## src/rtl/imem_arbiter.sv

```systemverilog
// ---------------------------------------------------------------------------
// imem_arbiter
//
// Shares one single-port instruction BRAM (1-cycle read latency) between the
// fetch stage and a PS-side program loader. It also sequences boot: the core
// is held in BOOT while the loader fills memory, and released into RUN on
// ldr_done. In RUN the core has priority. A wait counter bounds how long the
// loader can be starved before it preempts the core.
//
// Parameters
//   ADDR_W     BRAM word-address width (depth = 2**ADDR_W words)
//   MAX_WAIT   loader wait cycles before it preempts the core (0 = loader always wins)
//   BOOT_HOLD  1: reset enters BOOT (core held), 0: reset enters RUN
//
// Ports
//   clk, rst            system clock, synchronous active-high reset
//   core_req/core_pc    fetch read request and byte address (word = pc[ADDR_W+1:2])
//   core_gnt/core_stall fetch read issued this cycle / fetch must hold its PC
//   core_rvalid/rdata   fetch read data, valid one cycle after core_gnt
//   core_run            core may execute (0 while in BOOT)
//   ldr_req/we/addr/wdata  loader access, held stable until ldr_gnt
//   ldr_done/ldr_boot   pulses: BOOT->RUN / RUN->BOOT (reload)
//   ldr_gnt             loader access issued this cycle
//   ldr_rvalid/rdata    loader read data, valid one cycle after a granted read
//   mem_*               BRAM port (mem_rdata valid the cycle after mem_en)
//
// Optional build macro
//   IMEM_ARB_PERF_EN    adds perf_stall_cnt (core_stall cycles in RUN) and
//                       perf_steal_cnt (loader grants taken while core_req in RUN)
// ---------------------------------------------------------------------------
module imem_arbiter #(
    parameter int ADDR_W    = 12,
    parameter int MAX_WAIT  = 8,
    parameter int BOOT_HOLD = 1
) (
    input  logic              clk,
    input  logic              rst,
    input  logic              core_req,
    input  logic [31:0]       core_pc,
    output logic              core_gnt,
    output logic              core_stall,
    output logic              core_rvalid,
    output logic [31:0]       core_rdata,
    output logic              core_run,
    input  logic              ldr_req,
    input  logic              ldr_we,
    input  logic [ADDR_W-1:0] ldr_addr,
    input  logic [31:0]       ldr_wdata,
    input  logic              ldr_done,
    input  logic              ldr_boot,
    output logic              ldr_gnt,
    output logic              ldr_rvalid,
    output logic [31:0]       ldr_rdata,
    output logic              mem_en,
    output logic              mem_we,
    output logic [ADDR_W-1:0] mem_addr,
    output logic [31:0]       mem_wdata,
    input  logic [31:0]       mem_rdata
`ifdef IMEM_ARB_PERF_EN
    ,
    output logic [31:0]       perf_stall_cnt,
    output logic [31:0]       perf_steal_cnt
`endif
);

    typedef enum logic {
        ST_BOOT = 1'b0,
        ST_RUN  = 1'b1
    } state_t;

    // A counter that only has to hold 0 still needs one bit.
    localparam int WCW = (MAX_WAIT > 0) ? $clog2(MAX_WAIT + 1) : 1;
    localparam logic [WCW-1:0] WAIT_MAX = WCW'(MAX_WAIT);
    localparam state_t RESET_STATE = (BOOT_HOLD != 0) ? ST_BOOT : ST_RUN;

    state_t          state;
    logic [WCW-1:0]  wait_cnt;
    logic [ADDR_W-1:0] core_word;

    // Byte offset and address bits above the BRAM depth are ignored, so the
    // fetch address simply wraps around the memory.
    assign core_word = core_pc[ADDR_W+1:2];

    logic unused_pc_bits;
    assign unused_pc_bits = ^{core_pc[31:ADDR_W+2], core_pc[1:0]};

    // ------------------------------------------------------------------
    // Grant selection: at most one requester owns the BRAM per cycle.
    // ------------------------------------------------------------------
    // NOTE: every output of this block gets a default first so no path
    // leaves it unassigned; otherwise synthesis would infer a latch.
    always_comb begin
        core_gnt = 1'b0;
        ldr_gnt  = 1'b0;
        if (state == ST_BOOT) begin
            ldr_gnt = ldr_req;
        end else if (ldr_req && (wait_cnt == WAIT_MAX)) begin
            ldr_gnt = 1'b1;          // starvation bound reached: loader preempts
        end else if (core_req) begin
            core_gnt = 1'b1;
        end else begin
            ldr_gnt = ldr_req;
        end
    end

    assign core_stall = core_req & ~core_gnt;
    assign core_run   = (state == ST_RUN);

    // BRAM port: address is forced to zero when idle so the bus is quiet.
    assign mem_en    = core_gnt | ldr_gnt;
    assign mem_we    = ldr_gnt & ldr_we;
    assign mem_addr  = core_gnt ? core_word :
                       ldr_gnt  ? ldr_addr  : '0;
    assign mem_wdata = ldr_wdata;

    assign core_rdata = mem_rdata;
    assign ldr_rdata  = mem_rdata;

    // ------------------------------------------------------------------
    // Boot/run state, loader wait counter, read-valid tracking.
    // ------------------------------------------------------------------
    // NOTE: sequential state uses non-blocking assignments so every register
    // samples the pre-edge values regardless of statement order.
    always_ff @(posedge clk) begin
        if (rst) begin
            state       <= RESET_STATE;
            wait_cnt    <= '0;
            core_rvalid <= 1'b0;       // a read in flight at reset is dropped
            ldr_rvalid  <= 1'b0;
        end else begin
            core_rvalid <= core_gnt;
            ldr_rvalid  <= ldr_gnt & ~ldr_we;   // writes return no data
            case (state)
                ST_BOOT: begin
                    wait_cnt <= '0;
                    if (ldr_done) begin
                        state <= ST_RUN;
                    end
                end
                ST_RUN: begin
                    // Reload request wins; ldr_done is meaningless in RUN.
                    if (ldr_boot) begin
                        state <= ST_BOOT;
                    end
                    if (ldr_gnt) begin
                        wait_cnt <= '0;
                    end else if (ldr_req && (wait_cnt != WAIT_MAX)) begin
                        wait_cnt <= wait_cnt + 1'b1;
                    end
                end
                default: begin
                    state    <= RESET_STATE;
                    wait_cnt <= '0;
                end
            endcase
        end
    end

`ifdef IMEM_ARB_PERF_EN
    // Performance counters, RUN only; both wrap naturally at 2**32.
    always_ff @(posedge clk) begin
        if (rst) begin
            perf_stall_cnt <= '0;
            perf_steal_cnt <= '0;
        end else if (state == ST_RUN) begin
            if (core_stall) begin
                perf_stall_cnt <= perf_stall_cnt + 32'd1;
            end
            if (ldr_gnt && core_req) begin
                perf_steal_cnt <= perf_steal_cnt + 32'd1;
            end
        end
    end
`endif

endmodule

```

## config.mk

```make
export PLATFORM = sky130hd
export DESIGN_NAME = imem_arbiter
export DESIGN_NICKNAME = d
export VERILOG_FILES = /design/src/rtl/imem_arbiter.sv
export SDC_FILE = /design/constraint.sdc
export NUM_CORES = 1
export LEC_CHECK = 0
export ABC_AREA = 1
export CORE_AREA = 3 3 88 90
export CTS_BUF_LIST = sky130_fd_sc_hd__clkbuf_2
export DETAILED_ROUTE_END_ITERATION = 8
export DIE_AREA = 0 0 91 93
export PLACE_DENSITY = 0.75
export SYNTH_ARGS = -nofsm -noshare
export SYNTH_HDL_FRONTEND = slang
export SYNTH_SLANG_ARGS = --single-unit
```

## constraint.sdc

```tcl
create_clock -name clk -period 1.34 [get_ports clk]
set_input_delay 0.201 -clock clk [delete_from_list [all_inputs] [get_ports clk]]
set_output_delay 0.201 -clock clk [all_outputs]
set_load 0.005 [all_outputs]
```

==> summary.txt <==
Iter 0 DRT Violations -> 37
register clock-pin slew on the reported worst setup and hold paths -> 0.07 ns
Worst Hold Class -> in2out
Fillers -> 797
row cnt -> 31
max cap viols -> 0
vias after detailed routing -> 950
post-route minimum period -> 1.72 ns
PD cells -> 522 mW/mm^2
Worst setup SP type -> flip-flop
Fin. Hold Viols -> 0
CP cell instances -> inv_2, ha_4, nand3_4, nand2_4, nand2_4, clkinvlp_4, buf_6, nand2_2, nand2_1, buf_2
Mapped Avg Cell Area -> 6.73 sq um
top cell type's share of synthesized area -> 0.575
Pre-antenna DRT Iters -> 4
grt ovf -> 0
met1 GRT Util -> 0.0823
Synth cell types -> 19
drt total wl -> 3200 um
CTS Buffer Depth -> 2
status -> finished with violations
most common cell after layout, fill and taps aside -> clkdlybuf4s50_1
placed insts -> 246
HPWL after DPL -> 2190 um
slowest stage cell, crit path -> dfxtp_2
Root Driver -> clkbuf_2
WL per Instance -> 11.9 um
maximum fanout along the worst path -> 4
clk_skew -> 0.00165 ns
Fmax -> 0.581 GHz
Synth area leader -> buf_4
CP required -> 1.14 ns
post-route ant nets -> 0
met2 Track Usage GR -> 0.117
most used cell, CP -> nand2_4
#FFs+latches synth -> 7
final worst-path cycle share -> 1.28
worst setup path start -> wait_cnt[0]
sequential fraction of the synthesis area -> 0.112
Syn Inst Count -> 186
die area -> 0.00846 sq mm
CTS tree -> built
GRT busiest layer -> met2
antenna violations before repair -> 0
gpl congestion -> 0.749
worst-skew pair later-pin latency -> 0.24 ns
RSZ-0062 raised after global routing -> true
Die W -> 91 um
Core ar. -> 0.00714 sq mm
commonest non-fill, non-tap cells in the layout -> clkdlybuf4s50_1 (30), nand2_1 (28), buf_4 (18)
H-tree depth -> 1
Buf/Inv on CP -> 4
Max transition margin -> 0.848
TritonCTS Sinks -> 7
Setup WS post-layout -> -0.381 ns
Leak -> 0.667 nW
Total Routing Usage GR -> 0.0733
Starting Density -> 0.175
diode count -> 0
dominant cells by area after synthesis -> buf_4 (58%), nand2_1 (13%), dfxtp_1 (11%)
total power draw -> 0.000739 W
CTS Buf Count -> 3
pin count of the biggest net entering global routing -> 8
share of layout cells above drive strength 1 -> 0.456
slowest stage delay, CP -> 0.34 ns
met3 usage -> 0.0177
Die Span Y -> 93 um
final setup fails -> 17
Worst Tran Pin Value -> 0.227 ns
first-pass GRT wire length -> 4940 um
port buffer count -> 50
crit path DAT -> 1.52 ns
Layout Cells excl Fill -> 268
FF-to-FF Start -> wait_cnt[0]
syn nets -> 303
crit path capture type -> primary output
Worst Min Path Start -> ldr_wdata[0]
area grow syn2layout -> 13.1%
residual DRC count -> 0
Worst path top cell family by delay -> buffers and inverters
max-slew violation count -> 0
DR vias/cell -> 3.54
YS warnings -> 0
Post-Synthesis Cell Area -> 0.00125 sq mm
Peak VDD IR -> 169 uV
I/O Pins -> 231
vias in the first global route -> 953
critical path class -> reg2out
NumNets Final -> 287
failing checks -> setup timing
-- synth_stat cells --
master and instances:
nor2_1 7, nand2_4 1, nand2_1 42, inv_1 9, o21ai_2 1, ha_1 2
nand3_1 2, nand3_2 1, nand4_1 2, o21ai_0 3, nand2_2 2, dfxtp_1 7
buf_6 2, a21oi_1 5, clkinv_2 1, and2_2 1, inv_2 1, buf_4 96
nor3_1 1
-- power by group --
| group | switching [W] | internal, W |
|---|---|---|
| logic | 0.000148 | 0.000211 |
| clock network | 0.0000814 | 0.0000793 |
| registers | 0.00000435 | 0.000215 |
-- metal layers --
layer	vias to the layer above	part of all wire
li1	438	-
met3	33	0.096
met4	0	0.047
met5	-	0
met2	50	0.51
met1	429	0.34
-- logic make-up (layout without fill, tap and decap cells) --
| family | after synthesis | after routing | share of synthesized area |
|---|---|---|---|
| buffers and inverters | 109 | 91 | 0.627 |
| AOI/OAI and AO/OA | 9 | 10 | 0.0390 |
| and+or+nand+nor | 59 | 59 | 0.202 |
| DFF | 7 | 7 | 0.112 |
| adders and majority gates | 2 | 2 | 0.0200 |
-- worst paths after layout --
path,end,slack (ns),depth (start not counted)
min reg2reg,core_run,0.58,2
max,mem_addr[0],-0.38,10
max reg2reg,core_rvalid,-0.11,9
min,mem_wdata[0],0.40,0
-- layout make-up --
class                      count  area [sq um]  area share
timing repair buffer          75           638       0.451
multi-input combinational     71           438       0.309
sequential                     7           144       0.102
tap                           99           124      0.0875
inverter                      11          45.0      0.0318
clock buffer                   4          20.0      0.0141
timing repair inverter         1          7.51     0.00530
-- registers in the layout (all words and copies together), names as in the netlist --
register     flops
wait_cnt         4
core_run         1
ldr_rvalid       1
core_rvalid      1
-- timing repair --
item | 4_1_cts | 5_1_grt
setup endpoints to repair | 20 | 17
gates resized for setup | 102 | 7
pin swaps | 8 | 7
hold buffers | 0 | 0
cloned | 2 | 0
buffers inserted | 13 | 3
-- per-stage QoR --
stage | area, sq um | worst slack [ns] | util | TNS, ns | hold WS [ns]
after floorplan | 1260 | 0.0100 | - | 0 | 0.270
after global placement | 1210 | -0.687 | 0.169 | -11.72 | 0.402
after detailed placement | 1210 | -0.680 | 0.169 | -11.75 | 0.402
after CTS | 1370 | -0.382 | 0.192 | -4.85 | 0.402
after global routing | 1420 | -0.484 | 0.198 | -6.77 | 0.402
final | 1420 | -0.381 | 0.198 | -4.96 | 0.402
Power figures use the tool's default switching activity.
